### config.mk
export PLATFORM = sky130hd
export DESIGN_NAME = pipelined_sub16_flat
export DESIGN_NICKNAME = d
export VERILOG_FILES = /design/src/rtl/pipelined_sub16_if.sv /design/src/rtl/pipelined_sub16.sv /design/src/flat_wrapper.sv
export SDC_FILE = /design/constraint.sdc
export NUM_CORES = 1
export LEC_CHECK = 0
export CAP_MARGIN = 20
export CORE_ASPECT_RATIO = 0.5
export CORE_MARGIN = 3
export CORE_UTILIZATION = 55
export CTS_BUF_LIST = sky130_fd_sc_hd__clkbuf_8 sky130_fd_sc_hd__clkbuf_16
export DETAILED_ROUTE_END_ITERATION = 16
export HOLD_SLACK_MARGIN = 0.15
export PLACE_DENSITY_LB_ADDON = 0.1
export SYNTH_ARGS = -nofsm -noshare
export SYNTH_HDL_FRONTEND = slang
export SYNTH_SLANG_ARGS = --single-unit
### constraint.sdc
create_clock -name clk -period 2.1 [get_ports clk]
set_input_delay 0.21 -clock clk [delete_from_list [all_inputs] [get_ports clk]]
set_output_delay 0.21 -clock clk [all_outputs]
set_load 0.005 [all_outputs]
### src/rtl/pipelined_sub16_if.sv
// Operand/result handshake bundle for pipelined_sub16.
// master drives operands, flush and out_ready; slave is the subtractor.
interface pipelined_sub16_if #(
   parameter int unsigned DATA_W = 16
) ();
   logic              flush;
   logic              in_valid;
   logic              in_ready;
   logic [DATA_W-1:0] a;
   logic [DATA_W-1:0] b;
   logic              out_valid;
   logic              out_ready;
   logic [DATA_W-1:0] diff;
   logic              borrow;
   logic              ovf;

   modport master (
      output flush, in_valid, a, b, out_ready,
      input  in_ready, out_valid, diff, borrow, ovf
   );

   modport slave (
      input  flush, in_valid, a, b, out_ready,
      output in_ready, out_valid, diff, borrow, ovf
   );
endinterface

### src/rtl/pipelined_sub16.sv
// Pipelined a - b, one nibble per stage (LS nibble first), borrow rippled through registers.
// Define SUB_SAT_EN to saturate diff on signed overflow.
module pipelined_sub16 #(
   parameter int unsigned DATA_W = 16
) (
   input logic              clk,
   input logic              rst_n,
   pipelined_sub16_if.slave bus
);
   localparam int unsigned N   = DATA_W / 4;
   localparam int unsigned MSB = DATA_W - 1;

   logic              valid_q [N];
   logic              valid_d [N];
   logic [DATA_W-1:0] a_q     [N];
   logic [DATA_W-1:0] a_d     [N];
   logic [DATA_W-1:0] b_q     [N];
   logic [DATA_W-1:0] b_d     [N];
   logic [DATA_W-1:0] d_q     [N];
   logic [DATA_W-1:0] d_d     [N];
   logic              c_q     [N];
   logic              c_d     [N];
   logic              borrow_q, borrow_d;
   logic              ovf_q, ovf_d;

   logic              stall, accept;
   logic [DATA_W-1:0] src_a   [N];
   logic [DATA_W-1:0] src_b   [N];
   logic [DATA_W-1:0] src_d   [N];
   logic              src_c   [N];
   logic              src_v   [N];
   logic [4:0]        nib     [N];
   logic [DATA_W-1:0] res     [N];
   logic              a_msb, b_msb, ovf_new;
   logic [DATA_W-1:0] last_new;

   assign stall        = valid_q[N-1] && !bus.out_ready;
   assign bus.in_ready = !stall && !bus.flush;
   assign accept       = bus.in_valid && bus.in_ready;

   assign bus.out_valid = valid_q[N-1];
   assign bus.diff      = d_q[N-1];
   assign bus.borrow    = borrow_q;
   assign bus.ovf       = ovf_q;

   always_comb begin
      // Stage inputs: stage 0 from the ports (carry-in 1), stage k from stage k-1.
      src_a[0] = bus.a;
      src_b[0] = bus.b;
      src_d[0] = '0;
      src_c[0] = 1'b1;
      src_v[0] = accept;
      for (int k = 1; k < N; k++) begin
         src_a[k] = a_q[k-1];
         src_b[k] = b_q[k-1];
         src_d[k] = d_q[k-1];
         src_c[k] = c_q[k-1];
         src_v[k] = valid_q[k-1];
      end

      for (int k = 0; k < N; k++) begin
         nib[k] = {1'b0, src_a[k][4*k +: 4]} + {1'b0, ~src_b[k][4*k +: 4]} + {4'b0, src_c[k]};
         res[k] = src_d[k];
         res[k][4*k +: 4] = nib[k][3:0];
      end

      a_msb    = src_a[N-1][MSB];
      b_msb    = src_b[N-1][MSB];
      ovf_new  = (a_msb != b_msb) && (res[N-1][MSB] != a_msb);
      last_new = res[N-1];
`ifdef SUB_SAT_EN
      if (ovf_new) begin
         last_new = a_msb ? {1'b1, {(DATA_W-1){1'b0}}} : {1'b0, {(DATA_W-1){1'b1}}};
      end
`endif

      for (int k = 0; k < N; k++) begin
         valid_d[k] = valid_q[k];
         a_d[k]     = a_q[k];
         b_d[k]     = b_q[k];
         d_d[k]     = d_q[k];
         c_d[k]     = c_q[k];
      end
      borrow_d = borrow_q;
      ovf_d    = ovf_q;

      if (bus.flush) begin
         for (int k = 0; k < N; k++) valid_d[k] = 1'b0;
      end else if (!stall) begin
         for (int k = 0; k < N; k++) begin
            valid_d[k] = src_v[k];
            // Data only moves with a valid op so outputs hold across bubbles.
            if (src_v[k]) begin
               a_d[k] = src_a[k];
               b_d[k] = src_b[k];
               d_d[k] = res[k];
               c_d[k] = nib[k][4];
            end
         end
         if (src_v[N-1]) begin
            d_d[N-1] = last_new;
            borrow_d = ~nib[N-1][4];
            ovf_d    = ovf_new;
         end
      end
   end

   always_ff @(posedge clk or negedge rst_n) begin
      if (!rst_n) begin
         for (int k = 0; k < N; k++) begin
            valid_q[k] <= 1'b0;
            a_q[k]     <= '0;
            b_q[k]     <= '0;
            d_q[k]     <= '0;
            c_q[k]     <= 1'b0;
         end
         borrow_q <= 1'b0;
         ovf_q    <= 1'b0;
      end else begin
         for (int k = 0; k < N; k++) begin
            valid_q[k] <= valid_d[k];
            a_q[k]     <= a_d[k];
            b_q[k]     <= b_d[k];
            d_q[k]     <= d_d[k];
            c_q[k]     <= c_d[k];
         end
         borrow_q <= borrow_d;
         ovf_q    <= ovf_d;
      end
   end
endmodule
### src/flat_wrapper.sv
// flat-port wrapper written by rule: the top's interface ports become plain ports
module pipelined_sub16_flat 
#(
   parameter int unsigned DATA_W = 16
)
  (clk, rst_n, bus_flush, bus_in_valid, bus_a, bus_b, bus_out_ready, bus_in_ready, bus_out_valid, bus_diff, bus_borrow, bus_ovf);
  pipelined_sub16_if #(.DATA_W(DATA_W)) bus_i ();
  input logic clk;
  input logic rst_n;
  input wire logic [$bits(bus_i.flush)-1:0] bus_flush;
  input wire logic [$bits(bus_i.in_valid)-1:0] bus_in_valid;
  input wire logic [$bits(bus_i.a)-1:0] bus_a;
  input wire logic [$bits(bus_i.b)-1:0] bus_b;
  input wire logic [$bits(bus_i.out_ready)-1:0] bus_out_ready;
  output wire logic [$bits(bus_i.in_ready)-1:0] bus_in_ready;
  output wire logic [$bits(bus_i.out_valid)-1:0] bus_out_valid;
  output wire logic [$bits(bus_i.diff)-1:0] bus_diff;
  output wire logic [$bits(bus_i.borrow)-1:0] bus_borrow;
  output wire logic [$bits(bus_i.ovf)-1:0] bus_ovf;
  assign bus_i.flush = bus_flush;
  assign bus_i.in_valid = bus_in_valid;
  assign bus_i.a = bus_a;
  assign bus_i.b = bus_b;
  assign bus_i.out_ready = bus_out_ready;
  assign bus_in_ready = bus_i.in_ready;
  assign bus_out_valid = bus_i.out_valid;
  assign bus_diff = bus_i.diff;
  assign bus_borrow = bus_i.borrow;
  assign bus_ovf = bus_i.ovf;
  pipelined_sub16 #(.DATA_W(DATA_W)) u_core (.clk(clk), .rst_n(rst_n), .bus(bus_i));
endmodule
==> summary.md <==
| Metric | Value |
|---|---|
| Number of remaining DRC errors | 0 |
| CTS tree | done |
| Outcome | finished clean |
| Final weighted congestion in routability-driven placement | roughly 0.74 |
| Number of buffers added for setup after CTS | 0 |
| Post-route standard cell area excluding fillers | between 5000 and 6000 um2 |
| Ys Warns | 0 |
| Smallest setup slack after layout | 0.205 ns |
| Required time of the critical path | 1.89 ns |
| Clock Pin Slew Worst Setup and Hold Paths | 0.06 ns |
| Sinks on Clock Net | 97 |
| Top cells by count, synth | 97 x sky130_fd_sc_hd__dfrtp_1, 51 x sky130_fd_sc_hd__mux2_2, 24 x sky130_fd_sc_hd__inv_1 |
| Setup clock skew after layout | roughly 0.0061 ns |
| Total via count in the routed design | between 2,000 and 3,000 |
| Largest driver fanout on the critical path | 5 |
| Final cell count without fillers | 498 |
| Launching element type of the critical path | flip-flop |
| Number of cells in the design after placement | ~480 |
| Tot GR Track Use | a little under a fifth |
| Setup WS pre-CTS | about 0.096 ns |
| Max-Slew Margin vs Limit | 65.4% |
| Synthesis-to-layout area growth | 20.2% |
| Depth of the most critical reg-to-reg path | 5 |
| Wire length of the first global-routing pass | ~14 mm |
| RSZ-0062 raised after global routing | false |
| Leading cell types by total area after synthesis | sky130_fd_sc_hd__dfrtp_1 54%, sky130_fd_sc_hd__mux2_2 13%, sky130_fd_sc_hd__ha_1 3.6% |
| CTS HTree Levels | 3 |
| Number of nets in the finished design | around 440 |
| Cell with the most instances after synthesis | sky130_fd_sc_hd__dfrtp_1 |
| Post-Route WL | about 8.0 mm |
| Detailed placer's ending HPWL | between 5 and 6 mm |
| GRT overflow | 0 |
| Slew at the pin closest to its max-slew limit | 0.519 ns |
| Max-Cap Viols | 0 |
| Number of clock buffers inserted by TritonCTS | 9 |
| Number of hold violations in the final report | 0 |
| Antenna cell count | 0 |
| Largest net degree at the start of global routing | ~60 |
| Standard-cell rows | 22 |
| Initial antenna violation count | 0 |
| Count of port buffers added during placement | 56 |
| Worst hold-check slack | 0.390 ns |
| Number of enable flip-flop cells after synthesis | 0 |
| Total die area | around 9400 um2 |
| Total standard cell area after synthesis | 4510 um2 |
| Maximum number of buffers from clock root to sink | 2 |
| Remaining antenna violation count after routing | 0 |
| Vias in the first global route | roughly 2,900 |
| Setup TNS after final layout | 0 ns |
| Power per cell area | 1170 nW/um2 |
| Cell at the root of the clock tree | sky130_fd_sc_hd__clkbuf_16 |
| Die boundary height | approximately 70 um |
| Sequential-to-total area share from yosys stat | between 50% and 60% |
| Unique masters post-synth | 39 |
| Critical Path AT | around 1.7 ns |
| Static leakage | roughly 2.5 nW |
| Number of setup violations in the final report | 0 |
| Fraction of registers with async set/reset | 100% |
| Share of layout cells above drive strength 1 | roughly a quarter |
| Pre-Repair DR Iteration Count | 4 |
| Synthesized netlist cell count | between 300 and 400 |
| Final worst path period share | between 90% and 100% |
| DR vias/cell | roughly 5.2 |
| Main flop type after synthesis | sky130_fd_sc_hd__dfrtp_1 |
| Synthesized netlist net count | a little under 400 |
| Achievable Freq | 528 MHz |
| DR iter-0 viols | 112 |
| Total power consumption of the routed design | between 6 and 7 mW |
| Area fraction of the dominant cell type after synthesis | a little over half |
| Slew Limit Fails | 0 |
| Hold buffer count at cts | 1 |
| Most area-hungry cell type in the Yosys netlist | sky130_fd_sc_hd__dfrtp_1 |
| Core area | approximately 7600 um2 |
| Worst min path class | in -> async |
| Fin crit period | between 1.5 and 2 ns |
| Final core utilization | between 70% and 80% |
| Average cell area after synthesis | approximately 13 um2 |
| Clock insertion delay at the later pin of the skew report | between 0.3 and 0.4 ns |
| Effective utilization at floorplan | 59.1% |
| DIE WIDTH | 134 um |
| Number of placed I/O pins | 57 |
| Post-synthesis sequential element count | 97 |
| Worst ir drop on vdd | around 0.00048 V |
| Placed inst area | around 5100 um2 |
| Kind of capture point of the worst setup path | output pin |
| Routed wirelength normalized by instance count | ~16 um |
| Classification of the worst setup path | reg -> out |
| Post-CTS sizing | 0 |
## layer usage
layer | GRT usage, % | vias up | wire length, um
met3 | 5.47 | 12 | 312
li1 | - | 1249 | -
met1 | 25.0 | 1302 | 3670
met2 | 30.8 | 48 | 3900
met5 | 0 | - | 0
met4 | 4.63 | 0 | 80
## worst max-delay path, cell delays in order, from the launching register on
cell	delay [ns]
sky130_fd_sc_hd__dfrtp_1	0.36
sky130_fd_sc_hd__nor2b_1	0.45
sky130_fd_sc_hd__nor2_1	0.08
sky130_fd_sc_hd__clkdlybuf4s50_1	0.46
## power by group
group          switching, mW  total, mW  internal [mW]
logic                  0.649       1.71           1.06
registers              0.331       2.79           2.46
clock network          0.647       1.83           1.18
total                   1.63       6.32           4.70
## path summary, 6_finish.rpt
kind,startpoint,slack (ns),end
worst max-delay path,u_core.bus.out_valid$_DFFE_PN0P_,0.20,bus_in_ready
worst min-delay path,rst_n,0.39,u_core.a_q[60]$_DFFE_PN0P_
worst max register to register,u_core.c_q[1]$_DFFE_PN0P_,0.26,u_core.bus.borrow$_DFFE_PN0P_
worst min register to register,u_core.a_q[52]$_DFFE_PN0P_,0.49,u_core.a_q[52]$_DFFE_PN0P_
max in group asynchronous,rst_n,1.03,u_core.bus.diff[0]$_DFFE_PN0P_
min in group clk,bus_b[12],0.47,u_core.b_q[60]$_DFFE_PN0P_
## placed cells by master (no fill, tap or decap), drive strengths merged
cell,count
nand2b,4
inv,25
a21bo,2
nand3,10
a32o,1
a2bb2oi,1
o31a,1
clkdlybuf4s50,55
clkbuf,10
o31ai,3
mux2,68
a21o,4
nor2,4
nor2b,4
nand3b,3
a21boi,3
or3,1
and2,1
fa,7
ha,13
o21ai,23
nand2,8
mux2i,3
bufinv,3
and3b,4
a21oi,13
xnor2,2
xor2,2
buf,10
dfrtp,97
nor3,3
a31o,1
dlygate4sd3,1
## cells by family (layout without fill, tap and decap cells)
group	after synthesis	count (layout)	share of synthesized area [%]
compound gates	52	52	7.02
xor+xnor	4	4	0.777
fa+ha+maj	20	20	6.72
buf+inv	54	104	7.30
flops	97	97	53.9
mux	71	71	18.5
simple gates	42	42	5.83
## final cells by class
type                            count  area, um2
Sequential cell                    97       2430
Fill cell                         530       2210
Clock buffer                       10        239
Inverter                           24       90.1
Tap cell                          108        135
Timing Repair Buffer               66        673
Multi-Input combinational cell    189       1760
Clock inverter                      4       93.8
## flip-flops by register name (all words and copies together) (netlist names)
signal                flops
u_core.b_q               23
u_core.bus.ovf            1
u_core.bus.diff          16
u_core.a_q               23
u_core.a_msb              1
u_core.c_q                3
u_core.d_q               24
u_core.b_msb              1
u_core.bus.out_valid      1
u_core.bus.borrow         1
u_core.src_v              3
(Power assumes the default switching activity.)
